**config.mk**
```make
export PLATFORM = sky130hd
export DESIGN_NAME = hidden_wires_sink
export DESIGN_NICKNAME = d
export VERILOG_FILES = /design/src/rtl/hidden_wires_pkg.sv /design/src/rtl/hidden_wires_fifo.sv /design/src/rtl/hidden_wires_sink.sv
export SDC_FILE = /design/constraint.sdc
export NUM_CORES = 1
export LEC_CHECK = 0
export CORE_ASPECT_RATIO = 2
export CORE_MARGIN = 4
export CORE_UTILIZATION = 53
export CTS_CLUSTER_DIAMETER = 200
export DETAILED_ROUTE_END_ITERATION = 8
export PLACE_DENSITY = 0.73
export RECOVER_POWER = 100
export SKIP_LAST_GASP = 1
export SLEW_MARGIN = 20
export SYNTH_ARGS = -nofsm -noshare
export SYNTH_HDL_FRONTEND = slang
export SYNTH_HIERARCHICAL = 1
export SYNTH_SLANG_ARGS = --single-unit
export TNS_END_PERCENT = 50
```
**constraint.sdc**
```tcl
create_clock -name clk -period 30 [get_ports clk]
set_input_delay 6 -clock clk [delete_from_list [all_inputs] [get_ports clk]]
set_output_delay 6 -clock clk [all_outputs]
set_load 0.02 [all_outputs]
```
**src/rtl/hidden_wires_pkg.sv**
```systemverilog
// Shared types for the hidden-wires debug channel: the producer bus and the
// trace record kept by the sink (the bus minus its enable strobe).
package hidden_wires_pkg;

  typedef struct packed {
    logic [63:0] address;
    logic [31:0] data;
    logic [63:0] data64;
    logic        enable;
  } hidden_wires_t;

  typedef struct packed {
    logic [63:0] address;
    logic [31:0] data;
    logic [63:0] data64;
  } hidden_wires_trace_t;

  localparam int TRACE_W = $bits(hidden_wires_trace_t);

  function automatic hidden_wires_trace_t to_trace(input hidden_wires_t hw);
    hidden_wires_trace_t rec;
    rec.address = hw.address;
    rec.data    = hw.data;
    rec.data64  = hw.data64;
    return rec;
  endfunction

endpackage

```
**src/rtl/hidden_wires_fifo.sv**
```systemverilog
// Generic synchronous show-ahead FIFO: dout always shows the head entry.
// Pointers carry one extra wrap bit so full and empty are distinguishable.
module hidden_wires_fifo #(
  parameter int WIDTH = 8,
  parameter int DEPTH = 8
) (
  input  logic                     clk,
  input  logic                     reset,
  input  logic                     push,
  input  logic                     pop,
  input  logic [WIDTH-1:0]         din,
  output logic [WIDTH-1:0]         dout,
  output logic                     full,
  output logic                     empty,
  output logic [$clog2(DEPTH):0]   level
);

  localparam int AW = $clog2(DEPTH);

  logic [WIDTH-1:0] mem [DEPTH];
  logic [AW:0]      wr_ptr;
  logic [AW:0]      rd_ptr;
  logic             do_push;
  logic             do_pop;

  assign empty = (wr_ptr == rd_ptr);
  assign full  = (wr_ptr[AW] != rd_ptr[AW]) && (wr_ptr[AW-1:0] == rd_ptr[AW-1:0]);
  assign level = wr_ptr - rd_ptr;
  assign dout  = mem[rd_ptr[AW-1:0]];

  // A pop at full frees the slot being written, so the push may proceed.
  assign do_pop  = pop && !empty;
  assign do_push = push && (!full || do_pop);

  always_ff @(posedge clk or posedge reset) begin
    if (reset) begin
      wr_ptr <= '0;
      rd_ptr <= '0;
    end else begin
      if (do_push) wr_ptr <= wr_ptr + 1'b1;
      if (do_pop)  rd_ptr <= rd_ptr + 1'b1;
    end
  end

  // NOTE: storage has no reset; the pointers alone define which entries are valid.
  always_ff @(posedge clk) begin
    if (do_push) mem[wr_ptr[AW-1:0]] <= din;
  end

endmodule

```
**src/rtl/hidden_wires_sink.sv**
```systemverilog
// Consumer end of the hidden-wires channel: captures enabled transfers inside
// the address window into a FIFO; overflow is counted since the producer cannot stall.
module hidden_wires_sink
  import hidden_wires_pkg::*;
#(
  parameter int          DEPTH   = 8,
  parameter logic [63:0] ADDR_LO = 64'h0,
  parameter logic [63:0] ADDR_HI = 64'hFFFF_FFFF_FFFF_FFFF,
  parameter int          DROP_W  = 16
) (
  input  logic                    clk,
  input  logic                    reset,
  input  hidden_wires_t           hw_in,
  input  logic                    clear_drops,
  output logic                    out_valid,
  input  logic                    out_ready,
  output hidden_wires_trace_t     out_rec,
  output logic [$clog2(DEPTH):0]  fifo_level,
  output logic [DROP_W-1:0]       drop_count
);

  logic lo_ok;
  logic hi_ok;
  logic hit;
  logic pop;
  logic push;
  logic drop;
  logic full;
  logic empty;
  logic [TRACE_W-1:0] head;

  // Open-ended window bounds would give constant compares, so they are elided.
  if (ADDR_LO == 64'h0) begin : g_lo_open
    assign lo_ok = 1'b1;
  end else begin : g_lo_cmp
    assign lo_ok = (hw_in.address >= ADDR_LO);
  end

  if (ADDR_HI == 64'hFFFF_FFFF_FFFF_FFFF) begin : g_hi_open
    assign hi_ok = 1'b1;
  end else begin : g_hi_cmp
    assign hi_ok = (hw_in.address <= ADDR_HI);
  end

  // NOTE: every signal written here is assigned on every path, so no latch is inferred.
  always_comb begin
    hit  = hw_in.enable && lo_ok && hi_ok;
    pop  = out_valid && out_ready;
    push = hit && (!full || pop);
    drop = hit && full && !pop;
  end

  hidden_wires_fifo #(
    .WIDTH (TRACE_W),
    .DEPTH (DEPTH)
  ) u_fifo (
    .clk   (clk),
    .reset (reset),
    .push  (push),
    .pop   (pop),
    .din   (to_trace(hw_in)),
    .dout  (head),
    .full  (full),
    .empty (empty),
    .level (fifo_level)
  );

  assign out_valid = !empty;
  assign out_rec   = hidden_wires_trace_t'(head);

  // A clear coinciding with a drop keeps that drop rather than losing it.
  always_ff @(posedge clk or posedge reset) begin
    if (reset) begin
      drop_count <= '0;
    end else if (clear_drops) begin
      drop_count <= drop ? DROP_W'(1) : '0;
    end else if (drop && (drop_count != '1)) begin
      drop_count <= drop_count + 1'b1;
    end
  end

endmodule

```
==> results.py <==
metrics = {
    "critical_path": {
        "required_ns": 30.23,
        "r2r_end": "u_fifo/mem[2][88]",
        "cp_cell_sequence": "clkbuf_1 -> inv_1 -> ha_1 -> nand3_1 -> nor2_1 -> nand2b_2 -> a21boi_0 -> nand2_1 -> nor4_1 -> clkbuf_1 -> clkbuf_1",
        "r2r_start": "u_fifo/rd_ptr[1]",
        "cp.buffers_inverters": 4,
        "cp_top_family": "buffers and inverters",
        "timing.reg2reg.setup_slack_ns": 12.26,
        "crit_path_top_delay_cell": "sky130_fd_sc_hd__clkbuf_1",
        "cp-start-kind": "register",
        "cp_data_arrival_time_ns": 17.97,
        "critPathCaptureType": "register",
        "worstSetupEndpoint": "u_fifo/mem[2][88]",
        "reg2regPathDepth": 11,
        "slowest_stage_delay_on_critical_path_ns": 6.55,
        "crit_fanout": 116,
        "setup.worst_path.start": "u_fifo/rd_ptr[1]",
        "critical_path.most_common_cell": "sky130_fd_sc_hd__clkbuf_1",
        "timing.critical_path.depth": 11,
        "worst-setup-path-type": "reg2reg",
    },
    "power_and_ir_drop": {
        "power_per_cell_area_nw_per_um2": 101.4,
        "ir_drop_mv": 0.1114,
        "leakage_nw": 18.97,
    },
    "status": {
        "outcome": "finished with violations",
        "violations": "max-capacitance violations, max-slew violations",
    },
    "place": {
        "pre_cts_ws_ns": 18.63,
        "dpl.cell_count": 3826,
        "port-buffer-count": 345,
        "hpwlAfterDp_mm": 57.46,
        "place_congestion": 0.8163,
    },
    "finish": {
        "final_layout_size_suffix_gt1_frac": 0.1785,
        "final_nets": 2910,
        "layout-area-overhead-vs-synth_pct": 16.00,
        "non_filler_instances": 4050,
    },
    "routing": {
        "routedWlPerCell_um": 26.35,
        "drt_pass1_iterations": 5,
        "drt_drc": 0,
        "drt_iter0_drc": 1870,
        "vias": 23785,
        "finalWirelength_mm": 106.7,
        "routed_via_density": 5.873,
        "drtAntennaViolNets": 0,
    },
    "clock_tree": {
        "tritoncts.num_buffers": 107,
        "clock_latency_ns": 0.70,
        "cts_repair_resizes": 0,
        "max-clock-path-buffers": 3,
        "numClockSinks": 1304,
        "tritoncts_clock_tree": "yes",
        "worst_setup_hold_path_clk_slew_ns": 0.07,
        "post-cts-setup-buffers": 0,
        "cts_hold_buf": 0,
        "root_buf_cell": "sky130_fd_sc_hd__clkbuf_16",
        "ctsHtreeMaxLevel": 3,
    },
    "die": {
        "start_util": 0.5346,
        "fp.dieH_um": 440.9,
        "core_area_um2": 92910,
        "dieWidth_um": 224.5,
        "floorplan.rows": 158,
        "boundaryPins": 346,
        "design.die.area_um2": 98980,
    },
    "timing": {
        "fin_skew_ns": 0.01928,
        "fin_crit_sh": 0.5914,
        "timing.final.max_slew_violations": 1655,
        "grt_setup_unrepaired": "false",
        "report.final.hold_viol_count": 0,
        "setup_ws_ns": 12.26,
        "fin_crit_ns": 17.74,
        "achievable_clock_frequency_mhz": 56.36,
        "timing.slew.headroom": -5.250,
        "worst-slew-pin-transition_ns": 9.375,
        "timing.setup.tns_ns": 0,
        "setup_violations": 0,
    },
    "grt": {
        "grt_start_max_net_pins": 123,
        "global_route.overflow_total": 0,
        "grt_pass1_vias": 25520,
        "grt_usage": 0.2180,
        "grt_first_pass_wirelength_mm": 161.1,
        "grt_antenna_before_repair": 46,
    },
    "worst_hold_path": {
        "min-delay-path-class": "reg2reg",
        "timing.hold.worst.start": "u_fifo/wr_ptr[3]",
    },
    "synth": {
        "yosysSeqAreaShare": 0.7859,
        "yosys.cell_types.count": 38,
        "yosys_warnings": 6,
        "ys_async_sr_fraction": 0.01840,
        "post-synth-top-count-cell": "sky130_fd_sc_hd__edfxtp_1",
        "synth-edff-count": 1280,
        "synth_area_um2": 49670,
        "synthTopCellsByCount": "1280 x sky130_fd_sc_hd__edfxtp_1, 491 x sky130_fd_sc_hd__nand2_1, 320 x sky130_fd_sc_hd__mux4_2",
        "yosys-top-cells-area": "sky130_fd_sc_hd__edfxtp_1 77%, sky130_fd_sc_hd__mux4_2 15%, sky130_fd_sc_hd__nand2_1 3.7%, sky130_fd_sc_hd__dfrtp_1 1.2%, sky130_fd_sc_hd__buf_6 0.75%",
        "synth_fp_nets": 2530,
        "synth-seq-cells": 1304,
        "post_synth_top_area_cell": "sky130_fd_sc_hd__edfxtp_1",
        "netlist.area_leader.share": 0.7738,
        "syn_inst": 2358,
        "avgSynthCellArea_um2": 21.06,
        "synthFlopType": "sky130_fd_sc_hd__edfxtp_1",
    },
    "job": {
        "maxCapViolCount": 27,
    },
}
## area by class of cell
type	instances	area [um2]
Clock inverter	70	584.3
Tap cell	1200	1501
Fill cell	6434	35300
Inverter	15	61.31
Sequential cell	1304	39040
Timing Repair Buffer	384	3709
Clock buffer	125	2788
Antenna cell	26	65.06
Multi-Input combinational cell	926	9864
## metrics by stage
step	hold slack [ns]	utilization	total power [W]	area, um2
final	0.5358	0.6201	0.005841	57620
after global routing	0.5487	0.6197	0.006124	57580
after CTS	0.5412	0.6205	0.005886	57650
after detailed placement	0.5238	0.5842	0.004526	54280
after global placement	0.5170	0.5842	0.004490	54280
after floorplan	0.4977	-	0.003820	49670
## how the worst min path moves through the flow
stage	end	slack, ns	depth (start not counted)
5_1_grt	u_fifo/rd_ptr[3]	0.55	1
6_report	u_fifo/wr_ptr[3]	0.54	1
3_5_place_dp	u_fifo/rd_ptr[3]	0.52	1
4_1_cts	u_fifo/rd_ptr[3]	0.54	1
2_1_floorplan	u_fifo/wr_ptr[3]	0.50	1
3_3_place_gp	u_fifo/rd_ptr[3]	0.52	1
## cells by family after synthesis
group           synth area share
compound gates          0.003729
xor+xnor                0.001763
fa+ha+maj               0.001914
buf+inv                  0.01557
flops                     0.7859
mux                       0.1465
simple gates             0.04464
## power by group
part / switching, W / internal [W]
combinational: 0.00113 / 0.000887
clock: 0.000619 / 0.000736
sequential: 0.000110 / 0.00236
total: 0.00186 / 0.00398
## flip-flops by register name, summed over array words and instances (netlist names)
register       cells
drop_count        16
u_fifo/mem      1280
u_fifo/rd_ptr      4
u_fifo/wr_ptr      4
## cell usage in the layout, fill, tap and decap left out, drive strengths merged, types with 6 or more instances in the layout
| cell | synthesis | layout |
|---|---|---|
| clkinv | 0 | 49 |
| clkinvlp | 0 | 7 |
| dfrtp | 24 | 24 |
| or4 | 7 | 7 |
| diode | 0 | 26 |
| o31ai | 8 | 8 |
| nor2 | 13 | 13 |
| xnor2 | 7 | 7 |
| dlygate4sd3 | 0 | 338 |
| ha | 6 | 6 |
| nand3 | 9 | 9 |
| nor4 | 6 | 6 |
| a21oi | 10 | 10 |
| buf | 80 | 12 |
| nand2 | 491 | 491 |
| bufinv | 0 | 8 |
| clkdlybuf4s50 | 0 | 7 |
| mux2 | 6 | 6 |
| mux4 | 320 | 320 |
| edfxtp | 1280 | 1280 |
| inv | 15 | 21 |
| nor2b | 6 | 6 |
| clkbuf | 33 | 152 |
| nor3 | 9 | 9 |
## metal layers
metal	up-vias	part of all wire	wire length, um	global-route usage
li1	10241	-	-	-
met1	12576	0.39	41210	0.2879
met2	800	0.52	55870	0.3736
met3	154	0.069	7351	0.04302
met4	14	0.021	2200	0.06279
met5	-	0.00072	77	0
(Power assumes the default switching activity.)
